## config.mk

```make
export PLATFORM = sky130hd
export DESIGN_NAME = ctrl_reg_bank
export DESIGN_NICKNAME = d
export VERILOG_FILES = /design/src/rtl/ctrl_reg_bank.sv
export SDC_FILE = /design/constraint.sdc
export NUM_CORES = 1
export LEC_CHECK = 0
export CAP_MARGIN = 20
export CORE_ASPECT_RATIO = 1.75
export CORE_MARGIN = 1
export CORE_UTILIZATION = 36
export CTS_BUF_LIST = sky130_fd_sc_hd__clkbuf_16
export CTS_CLUSTER_SIZE = 20
export DETAILED_ROUTE_END_ITERATION = 8
export PLACE_DENSITY = 0.66
export SYNTH_ARGS = -nofsm -noshare
export SYNTH_HDL_FRONTEND = slang
export SYNTH_SLANG_ARGS = --single-unit
```

## constraint.sdc

```tcl
create_clock -name clock -period 1.54 [get_ports clock]
set_input_delay 0.385 -clock clock [delete_from_list [all_inputs] [get_ports clock]]
set_output_delay 0.385 -clock clock [all_outputs]
set_load 0.02 [all_outputs]
```

## src/rtl/ctrl_reg_bank.sv

```systemverilog
// Multi-channel control/status register bank on a word-addressed bus: R/W channel controls,
// sticky W1C event status with interrupt enable, self-clearing pulses and a read-only ID.
module ctrl_reg_bank #(
   parameter int unsigned ADDR_WIDTH = 8,
   parameter int unsigned DATA_WIDTH = 32,
   parameter int unsigned NUM_CHAN   = 4,
   parameter int unsigned CHAN_WIDTH = 16,
   parameter int unsigned BASE_ADDR  = 0,
   parameter logic [31:0] VERSION    = 32'h0002_0001
) (
   input  logic                           clock,
   input  logic                           reset,
   input  logic [ADDR_WIDTH-1:0]          address,
   input  logic                           write_enable,
   input  logic [DATA_WIDTH-1:0]          write_data,
   input  logic [DATA_WIDTH/8-1:0]        write_strobe,
   input  logic                           read_enable,
   output logic [DATA_WIDTH-1:0]          read_data,
   output logic                           read_valid,
   output logic                           access_error,
   output logic [NUM_CHAN*CHAN_WIDTH-1:0] chan_ctrl,
   input  logic [NUM_CHAN-1:0]            event_in,
   output logic [NUM_CHAN-1:0]            pulse_out,
   output logic                           irq
);

   localparam int unsigned NumBytes = DATA_WIDTH / 8;
   localparam int unsigned OffW     = ADDR_WIDTH + 1;

   localparam logic [OffW-1:0]       BaseExt   = OffW'(BASE_ADDR);
   localparam logic [OffW-1:0]       OffStatus = OffW'(NUM_CHAN);
   localparam logic [OffW-1:0]       OffIntEn  = OffW'(NUM_CHAN + 1);
   localparam logic [OffW-1:0]       OffPulse  = OffW'(NUM_CHAN + 2);
   localparam logic [OffW-1:0]       OffId     = OffW'(NUM_CHAN + 3);
   localparam logic [OffW-1:0]       OffEnd    = OffW'(NUM_CHAN + 4);
   localparam logic [DATA_WIDTH-1:0] IdValue   = DATA_WIDTH'(VERSION);

   logic [CHAN_WIDTH-1:0] ctrl_q [NUM_CHAN];
   logic [CHAN_WIDTH-1:0] ctrl_d [NUM_CHAN];
   logic [NUM_CHAN-1:0]   status_q, status_d;
   logic [NUM_CHAN-1:0]   int_en_q, int_en_d;
   logic [NUM_CHAN-1:0]   pulse_q, pulse_d;
   logic [DATA_WIDTH-1:0] read_data_q;
   logic                  read_valid_q;
   logic                  access_error_q, access_error_d;

   logic [OffW-1:0]       off;
   logic                  mapped;
   logic                  sel_status, sel_int_en, sel_pulse, sel_id;
   logic [DATA_WIDTH-1:0] wmask, wbits, rdata_mux;
   logic                  unused_bits;

   // Extra top bit catches addresses below BASE_ADDR as a borrow.
   assign off        = {1'b0, address} - BaseExt;
   assign mapped     = ~off[OffW-1] && (off < OffEnd);
   assign sel_status = (off == OffStatus);
   assign sel_int_en = (off == OffIntEn);
   assign sel_pulse  = (off == OffPulse);
   assign sel_id     = (off == OffId);

   always_comb begin
      wmask = '0;
      for (int k = 0; k < NumBytes; k++) begin
         wmask[k*8 +: 8] = {8{write_strobe[k]}};
      end
   end

   assign wbits       = write_data & wmask;
   assign unused_bits = ^{wbits, wmask};

   always_comb begin
      for (int i = 0; i < NUM_CHAN; i++) begin
         ctrl_d[i] = ctrl_q[i];
         if (write_enable && off == OffW'(i)) begin
            ctrl_d[i] = (ctrl_q[i] & ~wmask[CHAN_WIDTH-1:0]) | wbits[CHAN_WIDTH-1:0];
         end
      end

      int_en_d = int_en_q;
      if (write_enable && sel_int_en) begin
         int_en_d = (int_en_q & ~wmask[NUM_CHAN-1:0]) | wbits[NUM_CHAN-1:0];
      end

      // A new event on the same edge as its clear keeps the bit set.
      status_d = status_q;
      if (write_enable && sel_status) begin
         status_d = status_q & ~wbits[NUM_CHAN-1:0];
      end
      status_d = status_d | event_in;

      pulse_d = '0;
      if (write_enable && sel_pulse) begin
         pulse_d = wbits[NUM_CHAN-1:0];
      end

      access_error_d = (write_enable && (!mapped || sel_id)) || (read_enable && !mapped);
   end

   always_comb begin
      rdata_mux = '0;
      for (int i = 0; i < NUM_CHAN; i++) begin
         if (off == OffW'(i)) begin
            rdata_mux = DATA_WIDTH'(ctrl_q[i]);
         end
      end
      if (sel_status) rdata_mux = DATA_WIDTH'(status_q);
      if (sel_int_en) rdata_mux = DATA_WIDTH'(int_en_q);
      if (sel_id)     rdata_mux = IdValue;
   end

   always_ff @(posedge clock or negedge reset) begin
      if (!reset) begin
         for (int i = 0; i < NUM_CHAN; i++) begin
            ctrl_q[i] <= '0;
         end
         status_q       <= '0;
         int_en_q       <= '0;
         pulse_q        <= '0;
         read_data_q    <= '0;
         read_valid_q   <= 1'b0;
         access_error_q <= 1'b0;
      end else begin
         for (int i = 0; i < NUM_CHAN; i++) begin
            ctrl_q[i] <= ctrl_d[i];
         end
         status_q       <= status_d;
         int_en_q       <= int_en_d;
         pulse_q        <= pulse_d;
         read_valid_q   <= read_enable;
         access_error_q <= access_error_d;
         // Mux reads pre-write state, so a same-cycle write is not visible.
         if (read_enable) begin
            read_data_q <= rdata_mux;
         end
      end
   end

   for (genvar i = 0; i < NUM_CHAN; i++) begin : g_chan
      assign chan_ctrl[i*CHAN_WIDTH +: CHAN_WIDTH] = ctrl_q[i];
   end

   assign read_data    = read_data_q;
   assign read_valid   = read_valid_q;
   assign access_error = access_error_q;
   assign pulse_out    = pulse_q;
   assign irq          = |(status_q & int_en_q);

endmodule

```

==> summary.txt <==
Worst setup path
  – R2r setup slk: 0.11 ns
  – CP startpoint kind: input port
  – CP Max Fanout: 8
  – Worst Setup SP: address[3]
  – Worst setup EP type: flop
  – WP data required: roughly 1.8 ns
  – R2R cell count: 3
  – Worst Path Arrival: about 2.3 ns
  – Crit Reg-Reg Endpoint: read_data[1]
  – WS Path Type: in -> reg

Yosys
  – Flops & latches, synth: 95
  – Synth Cell Area: around 0.0044 mm²
  – Post-Syn Area per Cell: between 10 and 15 µm²
  – Cells after Synth: 321
  – Register area share after synthesis: 54.0%
  – Synthesis Warnings: 0
  – Count of cell types in the netlist: 40

Min path
  – Hold Path Class: in -> async

Placed design
  – PortBufs: 121
  – Place WS: -1.33 ns
  – Final Wtd Congestion: about 0.83
  – Area after DPL: 0.00634 mm²
  – HPWL Detailed: 9.14 mm

Clock network
  – Clock-pin slew on the worst setup and hold paths: 0.07 ns
  – Clock Latency Late Sink: 0.34 ns
  – H-tree depth: 3
  – CTS buffer count: 9
  – Clk root buf: clkbuf_16
  – CTS tree: done
  – CTS max path bufs: 2
  – Clock Sinks: 95
  – CTS hold repair buffers: 0

Routing
  – Drt first pass iters: 4
  – DRC viols: 0
  – Final antenna-violating net count: 0
  – DRT iter0 DRCs: roughly 130
  – DR WL/cell: 19.8 µm
  – Routed wire length: around 13 mm
  – Via-per-instance ratio: 5.12
  – DR vias: approximately 3300

Global routing
  – Antenna violations before repair: 0
  – GRT overflow: 0
  – Total track usage: between 20% and 30%
  – Vias in the first global route: 3607
  – Largest net degree at the start of global routing: 96
  – Global-route wire length before repair: 20.2 mm

Timing
  – RSZ-0062 raised after global routing: true
  – Final Hold Vio Count: 0
  – Fmax: 484 MHz
  – Period minus WS final: 2.07 ns
  – Total negative slack: -34.36 ns
  – # setup viols final: 92
  – Relative slew margins: roughly 64%
  – Worst Tran Pin Value: 0.542 ns
  – Setup ws final: -0.528 ns
  – Tcrit/Tclk final: 134%
  – Worst Clk Skew: 0.00626 ns
  – Slew Viols, Final: 0

Floorplan
  – Die Ht: 148 µm
  – Die ar.: 0.0127 mm²
  – I/O pins: 155
  – Std-Cell Core Area: 0.0119 mm²
  – Initial Util: 36.9%
  – Row cnt: 53
  – Chip width: 85.6 µm

Final layout
  – Post-Layout Inst Area: just under 0.007 mm²
  – Area Overhead vs Synth: 55.1%
  – Net count, final: 560
  – Layout cell share with drive strength beyond 1: 40.8%
  – Ant. Diodes: 0
  – Final core occ: 57.2%

Power and ir drop
  – Pwr Total: around 5.4 mW
  – Peak VDD IR: 0.670 mV
  – Leakage: 3.48 nW
  – PD cells: 795 mW/mm²

Outcome
  – Failing checks: negative setup slack
  – Status: complete, but fails checks

Run
  – Max-cap violations: 0
-- through the flow --
stage	hold slack [ns]	cells
after floorplan	0.0894	335
after global placement	0.477	627
after detailed placement	0.486	627
after CTS	0.120	645
after global routing	0.119	649
final	0.0509	649
-- kinds of logic after synthesis --
family                 synth area share [%]
muxes                                  25.7
AOI/OAI and AO/OA                      5.49
buffers and inverters                  5.74
DFF                                    54.0
other                                0.0852
and+or+nand+nor                        8.93
-- area by class of cell --
type | instances | area [µm²]
flip-flops and latches | 95 | 2380
repair buffers | 192 | 1750
well taps | 137 | 171
fillers | 1011 | 5110
clock inverters | 6 | 55.1
clock buffers | 9 | 225
inverters | 18 | 67.6
multi-input cells | 192 | 2180
-- timing repair --
action                                  4_1_cts  5_1_grt
endpoints found under the setup margin      182       88
buffers inserted                              3        3
resized for setup                           141       40
endpoints found under the hold margin         0        0
gates cloned                                  0        1
pin swaps                                     9       14
-- worst min-delay path by stage --
stage                     startpoint       endpoint  slack [ns]
after floorplan                reset      async pin        0.09
after global placement         reset   read_data[9]        0.48
after detailed placement       reset   read_data[9]        0.49
after CTS                      reset     read_valid        0.12
after global routing           reset  read_data[15]        0.12
final                          reset  read_data[15]        0.05
-- layer usage --
metal	up-vias	routed length [µm]	GRT usage (%)
li1	1503	-	-
met1	1695	4900	24.9
met2	106	7110	38.1
met3	20	491	3.27
met4	0	320	9.25
met5	-	0	0
-- where the power goes --
part / internal [mW] / total (mW) / leakage [nW] / switching (mW)
Clock: 1.12 / 2.16 / 0.132 / 1.04
Sequential: 2.55 / 2.59 / 1.29 / 0.0456
Combinational: 0.308 / 0.682 / 2.06 / 0.374
-- cells in the final DEF (no fill, tap or decap), drive strengths merged, types with 2 or more instances in the layout --
cell / count
dlygate4sd2: 87
nor3: 6
nand2: 10
nor2b: 3
and2: 4
nand3: 14
inv: 21
a21oi: 2
clkinvlp: 2
a221o: 2
nor2: 3
mux2: 71
a31o: 2
clkdlybuf4s50: 25
a21o: 4
conb: 15
or4: 2
dfrtp: 95
clkdlybuf4s15: 2
o21ai: 17
buf: 78
clkbuf: 9
a22oi: 3
nor4: 7
a221oi: 2
or3: 3
mux4: 13
-- worst max-delay path: stages --
cell and delay [ns]:
buf_6 0.09, or4_4 0.54, or3_4 0.38, or4_4 0.56
mux2_4 0.34
-- synthesized netlist by cell type, drive strengths merged --
cell type | number | area share [%]
a21o | 4 | 0.68
a21oi | 2 | 0.23
a221o | 2 | 0.45
a221oi | 2 | 0.40
a22oi | 3 | 0.51
a31o | 2 | 0.40
a31oi | 1 | 0.14
and2 | 4 | 0.57
and4 | 1 | 0.20
buf | 20 | 3.4
clkbuf | 10 | 0.85
conb | 1 | 0.085
dfrtp | 95 | 54
inv | 18 | 1.5
mux2 | 71 | 19
mux2i | 1 | 0.23
mux4 | 13 | 6.7
nand2 | 10 | 0.85
nand3 | 14 | 1.6
nand4b | 1 | 0.20
nor2 | 3 | 0.26
nor2b | 3 | 0.43
nor3 | 6 | 0.91
nor4 | 7 | 2.8
o2111ai | 1 | 0.20
o21ai | 17 | 1.9
o22ai | 1 | 0.14
o311ai | 1 | 0.20
o32ai | 1 | 0.20
or2 | 1 | 0.14
or3 | 3 | 0.43
or4 | 2 | 0.51
Power figures use the tool's default switching activity.
